--- src/rtl/fetch_unit.sv ---
// Instruction-fetch front end: PC generation, in-order fetch queue, redirect/halt control.
// Optional macro FETCH_MISALIGN_CHECK_EN: misaligned redirect targets halt the unit and raise misalign_err.
module fetch_unit #(
  parameter logic [31:0] RESET_PC   = 32'h0000_0000,
  parameter int          DEPTH      = 2,
  parameter logic [31:0] HALT_INSTR = 32'hFFFF_FFFF
) (
  input  logic        clk,
  input  logic        reset,
  output logic [31:0] imem_addr,
  input  logic [31:0] imem_instr,
  input  logic        redirect_valid,
  input  logic [31:0] redirect_target,
  output logic        out_valid,
  input  logic        out_ready,
  output logic [31:0] out_instr,
  output logic [31:0] out_pc,
  output logic        halted,
`ifdef FETCH_MISALIGN_CHECK_EN
  output logic        misalign_err,
`endif
  output logic [31:0] fetch_count
);

  localparam int PTR_W = (DEPTH > 1) ? $clog2(DEPTH) : 1;
  localparam int CNT_W = PTR_W + 1;

  typedef enum logic [1:0] {BOOT, RUN, HALT} state_e;

  state_e             state_q, state_d;
  logic [31:0]        pc_q, pc_d;
  logic [31:0]        fcount_q, fcount_d;
  logic [PTR_W-1:0]   rd_ptr_q, rd_ptr_d, wr_ptr_q, wr_ptr_d;
  logic [CNT_W-1:0]   cnt_q, cnt_d;
  logic [31:0]        last_pc_q, last_pc_d, last_ins_q, last_ins_d;
  logic [31:0]        pc_mem_q [DEPTH];
  logic [31:0]        ins_mem_q [DEPTH];
`ifdef FETCH_MISALIGN_CHECK_EN
  logic               misalign_q, misalign_d;
`endif

  logic empty, full, pop, push, redirect;

  assign empty    = (cnt_q == '0);
  assign full     = (cnt_q == CNT_W'(DEPTH));
  assign pop      = !empty && out_ready;
  assign redirect = redirect_valid && (state_q != BOOT);
  // A redirect squashes the word fetched in the same cycle.
  assign push     = (state_q == RUN) && !redirect && (!full || pop);

  always_comb begin
    state_d    = state_q;
    pc_d       = pc_q;
    fcount_d   = fcount_q;
    rd_ptr_d   = rd_ptr_q;
    wr_ptr_d   = wr_ptr_q;
    cnt_d      = cnt_q;
    last_pc_d  = last_pc_q;
    last_ins_d = last_ins_q;
`ifdef FETCH_MISALIGN_CHECK_EN
    misalign_d = misalign_q;
`endif
    if (!empty) begin
      last_pc_d  = pc_mem_q[rd_ptr_q];
      last_ins_d = ins_mem_q[rd_ptr_q];
    end
    if (state_q == BOOT) begin
      state_d = RUN;
    end else if (redirect) begin
      rd_ptr_d = '0;
      wr_ptr_d = '0;
      cnt_d    = '0;
`ifdef FETCH_MISALIGN_CHECK_EN
      if (redirect_target[1:0] != 2'b00) begin
        state_d    = HALT;
        misalign_d = 1'b1;
      end else begin
        state_d = RUN;
        pc_d    = redirect_target;
      end
`else
      state_d = RUN;
      pc_d    = redirect_target & ~32'h3;
`endif
    end else begin
      if (push) begin
        wr_ptr_d = wr_ptr_q + PTR_W'(1);
        pc_d     = pc_q + 32'd4;
        fcount_d = fcount_q + 32'd1;
        if (imem_instr == HALT_INSTR) state_d = HALT;
      end
      if (pop) rd_ptr_d = rd_ptr_q + PTR_W'(1);
      cnt_d = cnt_q + CNT_W'(push) - CNT_W'(pop);
    end
  end

  always_ff @(posedge clk) begin
    if (reset) begin
      state_q    <= BOOT;
      pc_q       <= RESET_PC;
      fcount_q   <= '0;
      rd_ptr_q   <= '0;
      wr_ptr_q   <= '0;
      cnt_q      <= '0;
      last_pc_q  <= '0;
      last_ins_q <= '0;
`ifdef FETCH_MISALIGN_CHECK_EN
      misalign_q <= 1'b0;
`endif
    end else begin
      state_q    <= state_d;
      pc_q       <= pc_d;
      fcount_q   <= fcount_d;
      rd_ptr_q   <= rd_ptr_d;
      wr_ptr_q   <= wr_ptr_d;
      cnt_q      <= cnt_d;
      last_pc_q  <= last_pc_d;
      last_ins_q <= last_ins_d;
`ifdef FETCH_MISALIGN_CHECK_EN
      misalign_q <= misalign_d;
`endif
    end
  end

  // Queue storage carries data only; occupancy and pointers decide validity.
  always_ff @(posedge clk) begin
    if (push) begin
      pc_mem_q[wr_ptr_q]  <= pc_q;
      ins_mem_q[wr_ptr_q] <= imem_instr;
    end
  end

  assign imem_addr   = pc_q;
  assign out_valid   = !empty;
  assign out_pc      = empty ? last_pc_q  : pc_mem_q[rd_ptr_q];
  assign out_instr   = empty ? last_ins_q : ins_mem_q[rd_ptr_q];
  assign halted      = (state_q == HALT);
  assign fetch_count = fcount_q;
`ifdef FETCH_MISALIGN_CHECK_EN
  assign misalign_err = misalign_q;
`endif

endmodule

--- config.mk ---
export PLATFORM = sky130hd
export DESIGN_NAME = fetch_unit
export DESIGN_NICKNAME = d
export VERILOG_FILES = /design/src/rtl/fetch_unit.sv
export SDC_FILE = /design/constraint.sdc
export NUM_CORES = 1
export LEC_CHECK = 0
export ABC_AREA = 1
export CAP_MARGIN = 10
export CORE_ASPECT_RATIO = 0.9
export CORE_MARGIN = 5
export CORE_UTILIZATION = 40
export CTS_BUF_LIST = sky130_fd_sc_hd__clkbuf_4
export DETAILED_ROUTE_END_ITERATION = 10
export GPL_TIMING_DRIVEN = 0
export SLEW_MARGIN = 20
export SYNTH_ARGS = -nofsm -noshare
export SYNTH_HDL_FRONTEND = slang
export SYNTH_SLANG_ARGS = --single-unit
--- constraint.sdc ---
create_clock -name clk -period 9.5 [get_ports clk]
set_input_delay 2.375 -clock clk [delete_from_list [all_inputs] [get_ports clk]]
set_output_delay 2.375 -clock clk [all_outputs]
set_load 0.05 [all_outputs]
After elaboration in Yosys (flattened, before gate mapping):

Memory sizes are Yosys's and may differ from the RTL's. A register that Yosys moved wholly into a read port is not among the register bits.
Index checks and enable logic that the tools add are counted.

* register bits: 134
* memory bits (writable): 128
* input port bits: 68
* output and inout bits: 130
* logic and storage cells: 63
* memories: 2

* $add $sub $neg: 6
* equal/unequal tests: 4
* mux-type cells: 19
* bitwise operators: 2
* reductions and logical operators: 21

Memory list
* ins_mem_q: depth 2, bits a word 32, read ports 1, clocked after memory_dff 1, wr ports 1, line 37 `logic [31:0] ins_mem_q [DEPTH];`
* pc_mem_q: depth 2, bits a word 32, read ports 1, clocked after memory_dff 1, wr ports 1, line 36 `logic [31:0] pc_mem_q [DEPTH];`

Operators with widths (count)
* 2-to-1 mux 32 bit: 4
* adder 32 x 1 -> 32 bit, second input constant: 1
* adder 32 x 3 -> 32 bit, second input constant: 1
* == test 32 bit, second input constant: 1
* 2-to-1 mux 1 bit: 14
* AND reduction 2 bit: 4
* nonzero test 2 bit: 3
* nonzero test 3 bit: 2
* == test 2 bit, second input constant: 2
* logical AND 1 bit: 4
* zero test 2 bit: 2
* zero test 1 bit: 3
* AND reduction 3 bit: 1
* OR reduction 3 bit: 1
* adder 1 bit, second input constant: 2
* adder 2 x 1 -> 2 bit: 1
* == test 2 x 1 -> 1 bit, second input constant: 1
* 2-to-1 mux 2 bit: 1
* NOT 1 bit: 2
* subtractor 2 x 1 -> 2 bit: 1
* logical OR 1 bit: 1

Longest topological paths before layout:

Gate-level depths: netlist of run 1.

* word-level depth: 8
* gate-level depth with buffers: 13
* depth with buffers taken out: 11

Worst setup path after synthesis of run 1:

OpenSTA, ideal clock, no wires.

* kind: input -> register
* start point: input out_ready
* end point: memory ins_mem_q[1][0], enable pin
* setup time: 0.482 ns
* arrival: 5.548 ns
* required time: 9.018 ns
* slack: 3.469 ns
* stages: 6
* path buffers: 2
* cell sequence: inv_1 -> nand3b_2 -> nand2_4 -> buf_2 -> buf_4 -> nor2_1

* word-level cells in the longest chain between the ends: 5

RTL lines
* start: declaration: line 15 `input logic out_ready,`
* logical AND 1 bit: line 46 `assign pop = !empty && out_ready;`
* logical OR 1 bit: line 49 `assign push = (state_q == RUN) && !redirect && (!full || pop);`
* logical AND 1 bit: line 49
* 2-to-1 mux 1 bit: line 127 `if (push) begin`
* 2-to-1 mux 1 bit (not written as such): line 129 `ins_mem_q[wr_ptr_q] <= imem_instr;`
* end: declaration: line 37

No other way between the ends.

Worst setup path after layout of run 1:

* start point: register cnt_q[1]
* end point: output out_pc[8]

* word-level cells in the longest chain between the ends: 2

RTL lines
* start: declaration: line 34 `logic [CNT_W-1:0] cnt_q, cnt_d;`
* start signal: assignment: line 116 `cnt_q <= cnt_d;`
* zero test 2 bit: line 44 `assign empty = (cnt_q == '0);`
* 2-to-1 mux 32 bit: line 135 `assign out_pc = empty ? last_pc_q : pc_mem_q[rd_ptr_q];`
* end: declaration: line 17 `output logic [31:0] out_pc,`

No other way between the ends.

==> results of run 1 <==
[worst max-delay path, cell delays in order, from the launching register on]
cell                              delay (ns)
sky130_fd_sc_hd__dfxtp_1                0.36
sky130_fd_sc_hd__nor2_4                 0.32
sky130_fd_sc_hd__clkbuf_1               0.45
sky130_fd_sc_hd__a21oi_1                0.08
sky130_fd_sc_hd__a21oi_1                0.37
sky130_fd_sc_hd__clkdlybuf4s50_1        0.90
[kinds of logic (layout without fill, tap and decap cells)]
family | Yosys count | count (layout) | share of synthesized area, %
other cells | 1 | 3 | 0.0338
compound gates | 224 | 224 | 10.4
flops | 257 | 257 | 57.6
fa+ha+maj | 4 | 4 | 0.451
xor+xnor | 6 | 6 | 0.474
simple gates | 677 | 677 | 26.4
buf+inv | 122 | 448 | 4.59
[state kept, by name (all words and copies together) (netlist names), named ones only]
signal / cells
last_pc_q: 32
imem_addr: 30
rd_ptr_q: 1
pc_mem_q: 60
wr_ptr_q: 1
last_ins_q: 32
cnt_q: 2
ins_mem_q: 64
state_q: 2
fetch_count: 32
[worst paths after layout]
path,endpoint,slack [ns],depth (start not counted)
worst max-delay path,out_pc[8],4.04,5
worst min-delay path,last_pc_q[0],0.45,2
worst max register to register,ins_mem_q[0][6],7.21,6
worst min register to register,last_pc_q[0],0.45,2
[cell usage after synthesis, types with 2 or more instances]
library cell,instances,share of area [%]
sky130_fd_sc_hd__nand2_1,302,10
sky130_fd_sc_hd__nor2_1,218,7.4
sky130_fd_sc_hd__a21oi_1,172,7.8
sky130_fd_sc_hd__dfxtp_1,133,24
sky130_fd_sc_hd__edfxtp_1,124,34
sky130_fd_sc_hd__and2_1,64,3.6
sky130_fd_sc_hd__inv_1,61,2.1
sky130_fd_sc_hd__nand3_1,40,1.8
sky130_fd_sc_hd__o21ai_0,36,1.6
sky130_fd_sc_hd__clkbuf_1,34,1.2
sky130_fd_sc_hd__nand4_1,16,0.90
sky130_fd_sc_hd__buf_2,13,0.59
sky130_fd_sc_hd__nor3_1,10,0.45
sky130_fd_sc_hd__nand3b_1,8,0.54
sky130_fd_sc_hd__buf_4,6,0.41
sky130_fd_sc_hd__nor2_2,6,0.34
sky130_fd_sc_hd__ha_1,4,0.45
sky130_fd_sc_hd__nor2_4,4,0.41
sky130_fd_sc_hd__xor2_1,4,0.32
sky130_fd_sc_hd__a211oi_1,3,0.20
sky130_fd_sc_hd__inv_2,3,0.10
sky130_fd_sc_hd__o211ai_1,3,0.20
sky130_fd_sc_hd__o31ai_1,3,0.20
sky130_fd_sc_hd__a31oi_1,2,0.11
sky130_fd_sc_hd__buf_1,2,0.068
sky130_fd_sc_hd__inv_4,2,0.11
sky130_fd_sc_hd__nor4_1,2,0.11
sky130_fd_sc_hd__o21bai_1,2,0.14
sky130_fd_sc_hd__o22ai_1,2,0.11
sky130_fd_sc_hd__xnor2_1,2,0.16
[layer usage]
metal	vias up	wire length (µm)
met5	-	0
met4	0	927
met3	62	2670
met2	378	14300
met1	4554	14800
li1	4870	-
[power breakdown]
part	switching [W]	leakage (nW)	internal (W)
registers	0.0000272	2.23	0.00120
logic	0.000249	2.60	0.000127
clock network	0.000461	0.559	0.000559
[through the flow]
step	hold WS, ns	instance area (µm²)	power (W)
2_1_floorplan	0.425	11100	0.00148
3_3_place_gp	0.435	13500	0.00163
3_5_place_dp	0.440	13600	0.00163
4_1_cts	0.449	14500	0.00266
5_1_grt	0.469	14500	0.00275
6_report	0.448	14500	0.00263
[layout make-up]
cell class	count	share of cell area, %
antenna	1	0.0172
buffer	56	1.76
clock buffer	111	5.73
clock inverter	18	0.697
inverter	66	1.74
multi-input combinational	913	29.0
sequential	257	43.9
tap	354	3.05
timing repair buffer	197	14.1
==> results.toml, run 1 <==
[yosys]
synthesized_netlist_cell_count = 1291
synthDistinctLibCells = 40
number_of_synthesized_register_bits = 257
area_of_the_mapped_netlist_um2 = 11100
ys_seq_area_share_pct = 57.6
synth_async_sr_flop_share_pct = 0
synth_area_per_cell_um2 = 8.59
synth_enable_flop_cells = 124
synthFlopType = "sky130_fd_sc_hd__dfxtp_1"
yosysWarnings = 0

[clocking]
clock_path_buffers = 3
clock_sink_count = 257
hold_buffers = 0
cts.repair.resized = 0
cts_inserted_buffers = 70
clock_tree.htree_level_count = 3
cts_setup_buffers = 0
cts_tree = "built"
clock_tree.root_cell = "sky130_fd_sc_hd__clkbuf_4"
clk_pin_slew_ns = 0.06
clock_insertion_delay_worst_skew_ns = 0.67

[cells_and_area]
syn_to_final_growth_pct = 31.1
final_nets = 1633
utilization_after_layout_pct = 53.5
register_area_um2 = 6390
drive_gt1_share_pct = 10.2
num-fill-cells = 2591
instances_no_fill = 1973
layout_commonest_cell = "sky130_fd_sc_hd__nand2_1"
layout_common_cells = "sky130_fd_sc_hd__nand2_1, sky130_fd_sc_hd__nor2_1, sky130_fd_sc_hd__clkdlybuf4s50_1"
multi_input_comb_area_um2 = 4210

[timing]
post-route-worst-setup-slack_ns = 4.04
max_slew_violations = 0
setup_viol = 0
timing.clock.skew_ns = 0.0642
fin_setup_tns_ns = 0
final.min_clock_period_ns = 5.46
worst_slew_pin_slew_ns = 0.752
final.period_utilization_pct = 57.5
timing.max_slew.rel_slack_pct = 49.9
unrepaired_setup_endpoints_after_global_routing = "no"
maximum_clock_frequency_mhz = 183
final-hold-violation-count = 0

[pwr]
cellLeakagePower_nw = 5.39
pwr_density_cell_nw_per_um2 = 181
vdd_drop_max_mv = 0.0681

[setup_path]
endpoint_kind = "output pin"
cp-startpoint = "cnt_q[1]"
cp-start-kind = "flip-flop"
worst-endpoint-required_ns = 7.13
worstPathArrival_ns = 3.08
path_class = "flip-flop to output pin"
worst_r2r_startpoint = "cnt_q[0]"
crit_path_max_fanout = 10

[status]
status = "finished clean"

[floorplan]
io_pins = 198
die_x_um = 186
dieArea_um2 = 31200
die_y_um = 168
rows = 57
initial_cell_density_of_the_core_pct = 40.8
core_area_um2 = 27200

[route]
post_detailed_route_wirelength_per_cell_um = 16.6
route.vias.total = 9864
totalWireLength_mm = 32.7
detail_route.first_pass.iterations = 5
drcViolationCount = 0
initialDrtViolationCount = 689
drt-vias-per-instance = 5.00
drt.antenna.violating_nets = 0

[run]
maxCapViolations = 0

[placed_design]
placement.setup.worst_slack_ns = 4.67
hpwl_mm = 23.0
finalWeightedCongestion = 0.899
numPlacedInstances = 1843
buffer_ports.inserted = 192

[global_routing]
first_global_vias = 9711
busiest_layer = "met2"
groute.layer.met1.usage_pct = 28.8
grt_use_met2_pct = 31.4
gr-total-overflow = 0
track_usage_pct = 20.7
global_route.usage.met3_pct = 4.92
grt_antenna_before_repair = 1
grt_pass1_wl_mm = 51.2
maximum_number_of_pins_on_one_net_before_global_route_repair = 23

[worst_hold_path]
hold_class = "flip-flop to flip-flop"
hp-start = "last_pc_q[0]"
Power figures use the tool's default switching activity.
==> inputs of run 2 (changes only) <==
PLACE_DENSITY = 0.66   (was not set)
clock period = 4.45 ns   (was 9.5 ns; I/O delays follow)
==> run 2 against run 1 <==
Against the previous run: count of clock-buffer cells in the layout is 8 lower; sequential share of layout area is 0.13 points lower; first-iteration DRC count up 16%; hold slack worse by 0.00067 ns; highest routed layer unchanged; critical path type unchanged; cell area rose by 0.29%; critical endpoint is now out_pc[13].
==> results.toml, run 2 (synthesized netlist as in run 1, its figures left out) <==
[clocking]
clock_tree.root_cell = "sky130_fd_sc_hd__clkbuf_4"
clock_path_buffers = 3
cts_setup_buffers = 0
clock_insertion_delay_worst_skew_ns = 0.67
clk_pin_slew_ns = 0.06
cts_tree = "built"
cts_inserted_buffers = 69
hold_buffers = 0
clock_sink_count = 257
cts.repair.resized = 0
clock_tree.htree_level_count = 3

[floorplan]
dieArea_um2 = 31200
initial_cell_density_of_the_core_pct = 40.8
core_area_um2 = 27200
die_y_um = 168
die_x_um = 186
io_pins = 198
rows = 57

[timing]
maximum_clock_frequency_mhz = 242
post-route-worst-setup-slack_ns = 0.314
setup_viol = 0
unrepaired_setup_endpoints_after_global_routing = "no"
timing.clock.skew_ns = 0.0515
final.min_clock_period_ns = 4.14
timing.max_slew.rel_slack_pct = 46.0
max_slew_violations = 0
final.period_utilization_pct = 93.0
final-hold-violation-count = 0
worst_slew_pin_slew_ns = 0.810
worst_hold_slack_ns = 0.447
fin_setup_tns_ns = 0

[placed_design]
placement.setup.worst_slack_ns = 0.882
buffer_ports.inserted = 192
finalWeightedCongestion = 0.884
hpwl_mm = 23.1

[route]
route.vias.total = 9911
wl_met1_mm = 14.2
initialDrtViolationCount = 798
drcViolationCount = 0
totalWireLength_mm = 32.6
routed_wl_met3_mm = 2.93
top_layer_reached_by_signal_wires = "met4"
drt-vias-per-instance = 5.03
drt.antenna.violating_nets = 0
wl_met2_mm = 14.7
detail_route.first_pass.iterations = 5
post_detailed_route_wirelength_per_cell_um = 16.5

[global_routing]
first_global_vias = 9786
track_usage_pct = 20.6
maximum_number_of_pins_on_one_net_before_global_route_repair = 25
grt_antenna_before_repair = 1
grt_pass1_wl_mm = 51.2
gr-total-overflow = 0

[setup_path]
timing.critical_path.max_delay_family = "buffers and inverters"
worst_path_most_repeated_cell = "sky130_fd_sc_hd__a21oi_1"
path_buf_inv = 2
setup.reg_to_reg.worst_slack_ns = 2.14
endpoint_kind = "output pin"
worst-endpoint-required_ns = 3.34
worstPathArrival_ns = 3.02
path_class = "flip-flop to output pin"
r2r_end = "pc_mem_q[1][30]"
critPathSlowestCell = "sky130_fd_sc_hd__clkdlybuf4s50_1"
crit_path_max_fanout = 10
cp-start-kind = "flip-flop"
worst_r2r_startpoint = "cnt_q[0]"
ff2ff_path_depth = 6
cells_along_the_critical_path = "nor2_4 > clkbuf_1 > a21oi_1 > a21oi_1 > clkdlybuf4s50_1"
worst_path_largest_cell_delay_ns = 0.88

[pwr]
cellLeakagePower_nw = 5.40
pwr_density_cell_nw_per_um2 = 392
post-layout-total-power_w = 0.00571
vdd_drop_max_mv = 0.191

[worst_hold_path]
hold_path_end = "last_pc_q[1]"
hp-start = "last_pc_q[1]"
hold_class = "flip-flop to flip-flop"
hold_depth = 2

[cells_and_area]
largest_reg_flops = 64
utilization_after_layout_pct = 53.7
final_nets = 1632
layout_top_registers = "ins_mem_q: 64 flops, pc_mem_q: 60 flops"
drive_gt1_share_pct = 9.86
syn_to_final_growth_pct = 31.5
registers.top_by_ff_count = "ins_mem_q"
layout_common_cells = "sky130_fd_sc_hd__nand2_1, sky130_fd_sc_hd__nor2_1, sky130_fd_sc_hd__clkdlybuf4s50_1"
layout_commonest_cell = "sky130_fd_sc_hd__nand2_1"

[run]
maxCapViolations = 0

[status]
status = "finished clean"
==> run 2: power breakdown <==
part	total [W]	internal [W]	switching (W)
clock	0.00227	0.00130	0.000978
sequential	0.00263	0.00257	0.0000577
combinational	0.000811	0.000275	0.000536
total	0.00571	0.00414	0.00157
==> run 2: cell type report <==
type	count	area, µm²
sequential	257	6390
multi-input combinational	913	4210
buffer	56	256
clock inverter	21	194
fill	2488	12600
inverter	66	253
tap	354	443
timing repair buffer	197	2060
clock buffer	103	773
antenna	2	5.00
==> run 2: worst max-delay path by stage <==
stage / slack, ns / cells past startpoint / startpoint / to
6_report: 0.31 / 5 / cnt_q[1] / out_pc[13]
5_1_grt: 0.11 / 5 / cnt_q[1] / out_instr[17]
4_1_cts: 0.22 / 5 / cnt_q[1] / out_pc[16]
3_5_place_dp: 0.88 / 7 / redirect_valid / ins_mem_q[1][3]
3_3_place_gp: -0.79 / 6 / redirect_valid / ins_mem_q[1][5]
2_1_floorplan: 0.73 / 6 / out_ready / ins_mem_q[1][0]
==> run 2: tightest hold or removal path, cell delays in order (launching register included) <==
cell and delay (ns):
sky130_fd_sc_hd__dfxtp_1 0.29, sky130_fd_sc_hd__inv_1 0.06, sky130_fd_sc_hd__nor3_1 0.05
==> run 2: through the flow <==
step / cells / cell area (µm²)
after floorplan: 1292 / 11100
after global placement: 1838 / 13500
after detailed placement: 1843 / 13600
after CTS: 1967 / 14600
after global routing: 1968 / 14600
final: 1969 / 14600
==> run 2: routing by layer <==
metal  up-vias  GRT usage, %
li1       4872             -
met4         0          7.05
met5         -             0
met1      4566          27.8
met3        67          4.94
met2       406          32.6
==> inputs of run 3 (changes only) <==
TNS_END_PERCENT = 50   (was not set)
==> run 3 against run 2 <==
Against the previous run: clock power shrank 5%; routed wire length increased by 0.10%; utilization decreased by 0.20 points; count of clock-buffer cells in the layout is 1 higher; hold slack better by 0.0034 ns; critical path depth unchanged; final cell count barely moved; via count shrank 0.13%; total power shrank 2.1%.
==> results.toml, run 3 (synthesized netlist as in run 1, its figures left out) <==
[status]
status = "finished clean"

[cells_and_area]
num-fill-cells = 2512
register_area_um2 = 6390
layout_common_cells = "sky130_fd_sc_hd__nand2_1, sky130_fd_sc_hd__nor2_1, sky130_fd_sc_hd__clkdlybuf4s50_1"
registers.top_by_ff_count = "ins_mem_q"
layout_commonest_cell = "sky130_fd_sc_hd__nand2_1"
fin_area_um2 = 14500
utilization_after_layout_pct = 53.5
final_nets = 1632
drive_gt1_share_pct = 10.0
layout_top_registers = "ins_mem_q: 64 flops, pc_mem_q: 60 flops"
multi_input_comb_area_um2 = 4210
instances_no_fill = 1970
syn_to_final_growth_pct = 31.0
largest_reg_flops = 64

[setup_path]
r2r_end = "cnt_q[1]"
setup.reg_to_reg.worst_slack_ns = 2.20
worst_path_largest_cell_delay_ns = 0.87
critPathSlowestCell = "sky130_fd_sc_hd__clkdlybuf4s50_1"
worstPathArrival_ns = 3.04
worst_r2r_startpoint = "cnt_q[0]"
worst_path_most_repeated_cell = "sky130_fd_sc_hd__a21oi_1"
path_class = "flip-flop to output pin"
ff2ff_path_depth = 11
cells_along_the_critical_path = "nor2_4 > clkbuf_1 > a21oi_1 > a21oi_1 > clkdlybuf4s50_1"
worst-endpoint-required_ns = 3.34
endpoint_kind = "output pin"
crit_path_max_fanout = 10
cp-start-kind = "flip-flop"

[clocking]
clock_insertion_delay_worst_skew_ns = 0.70
hold_buffers = 0
cts.repair.resized = 0
clock_path_buffers = 3
clock_tree.htree_level_count = 3
clock_tree.root_cell = "sky130_fd_sc_hd__clkbuf_4"
cts_tree = "built"
clock_sink_count = 257
cts_inserted_buffers = 69
cts_setup_buffers = 0
clk_pin_slew_ns = 0.06

[global_routing]
maximum_number_of_pins_on_one_net_before_global_route_repair = 27
grt_pass1_wl_mm = 51.1
grt_antenna_before_repair = 1
gr-total-overflow = 0
track_usage_pct = 20.6
first_global_vias = 9641

[placed_design]
finalWeightedCongestion = 0.880
dpl-instance-area_um2 = 13600
numPlacedInstances = 1843
hpwl_mm = 23.3
buffer_ports.inserted = 192

[timing]
setup_viol = 0
worst_slew_pin_slew_ns = 0.811
worst_hold_slack_ns = 0.450
unrepaired_setup_endpoints_after_global_routing = "no"
max_slew_violations = 0
final.min_clock_period_ns = 4.16
fin_setup_tns_ns = 0
timing.max_slew.rel_slack_pct = 46.0
final.period_utilization_pct = 93.4
maximum_clock_frequency_mhz = 241
timing.clock.skew_ns = 0.0611
final-hold-violation-count = 0

[route]
drt.antenna.violating_nets = 0
initialDrtViolationCount = 735
detail_route.first_pass.iterations = 5
drcViolationCount = 0
route.vias.total = 9898
totalWireLength_mm = 32.6
post_detailed_route_wirelength_per_cell_um = 16.6
drt-vias-per-instance = 5.02

[floorplan]
dieArea_um2 = 31200
io_pins = 198
die_y_um = 168
core_area_um2 = 27200
die_x_um = 186
initial_cell_density_of_the_core_pct = 40.8
rows = 57

[worst_hold_path]
hold_path_end = "last_pc_q[1]"
hold_class = "flip-flop to flip-flop"
hp-start = "last_pc_q[1]"
hold_depth = 2

[run]
maxCapViolations = 0

[pwr]
vdd_drop_max_mv = 0.148
cellLeakagePower_nw = 5.38
pwr_density_cell_nw_per_um2 = 385
## run 3: cell count changes in the layout (fill, tap and decap cells not counted), sizes merged
cell | previous run | this run
inv | 67 | 69
bufinv | 4 | 1
clkbuf | 137 | 138
diode | 2 | 1
clkinv | 14 | 17
clkinvlp | 2 | 1
## run 3: area by class of cell
type / instances / area share, %
clock buffer: 104 / 5.37
inverter: 66 / 1.74
multi-input combinational: 913 / 29.0
tap: 354 / 3.05
buffer: 56 / 1.77
clock inverter: 22 / 0.982
antenna: 1 / 0.0172
timing repair buffer: 197 / 14.1
sequential: 257 / 44.0
## run 3: critical path: cells and delay by family, from the launching register on
kind                   cells  cell delay, ns
AOI/OAI and AO/OA          2            0.38
buffers and inverters      2            1.32
DFF                        1            0.36
and+or+nand+nor            1            0.33
## run 3: how the worst max path moves through the flow
stage | cells after the start | to | slack (ns) | startpoint
after floorplan | 5 | ins_mem_q[0][0] | -0.19 | out_ready
after global placement | 5 | ins_mem_q[0][5] | -2.35 | redirect_valid
after detailed placement | 5 | out_pc[16] | 0.92 | cnt_q[1]
after CTS | 5 | out_pc[16] | 0.19 | cnt_q[1]
after global routing | 5 | out_pc[16] | 0.07 | cnt_q[1]
final | 5 | out_pc[12] | 0.29 | cnt_q[1]
## run 3: stage by stage
| stage | power, W | worst slack, ns |
|---|---|---|
| 2_1_floorplan | 0.00315 | -0.186 |
| 3_3_place_gp | 0.00347 | -2.35 |
| 6_report | 0.00560 | 0.293 |
| 3_5_place_dp | 0.00349 | 0.918 |
| 5_1_grt | 0.00587 | 0.0732 |
| 4_1_cts | 0.00567 | 0.193 |
## run 3: per-layer routing
| layer | share of wire [%] | GRT usage (%) |
|---|---|---|
| met1 | 44 | 28.4 |
| met2 | 45 | 32.1 |
| met3 | 9.1 | 4.98 |
| met4 | 2.4 | 6.73 |
| met5 | 0 | 0 |
## run 3: power by group
part | switching, W | internal, W | total, W
sequential | 0.0000587 | 0.00257 | 0.00263
combinational | 0.000535 | 0.000275 | 0.000810
clock | 0.00101 | 0.00115 | 0.00216
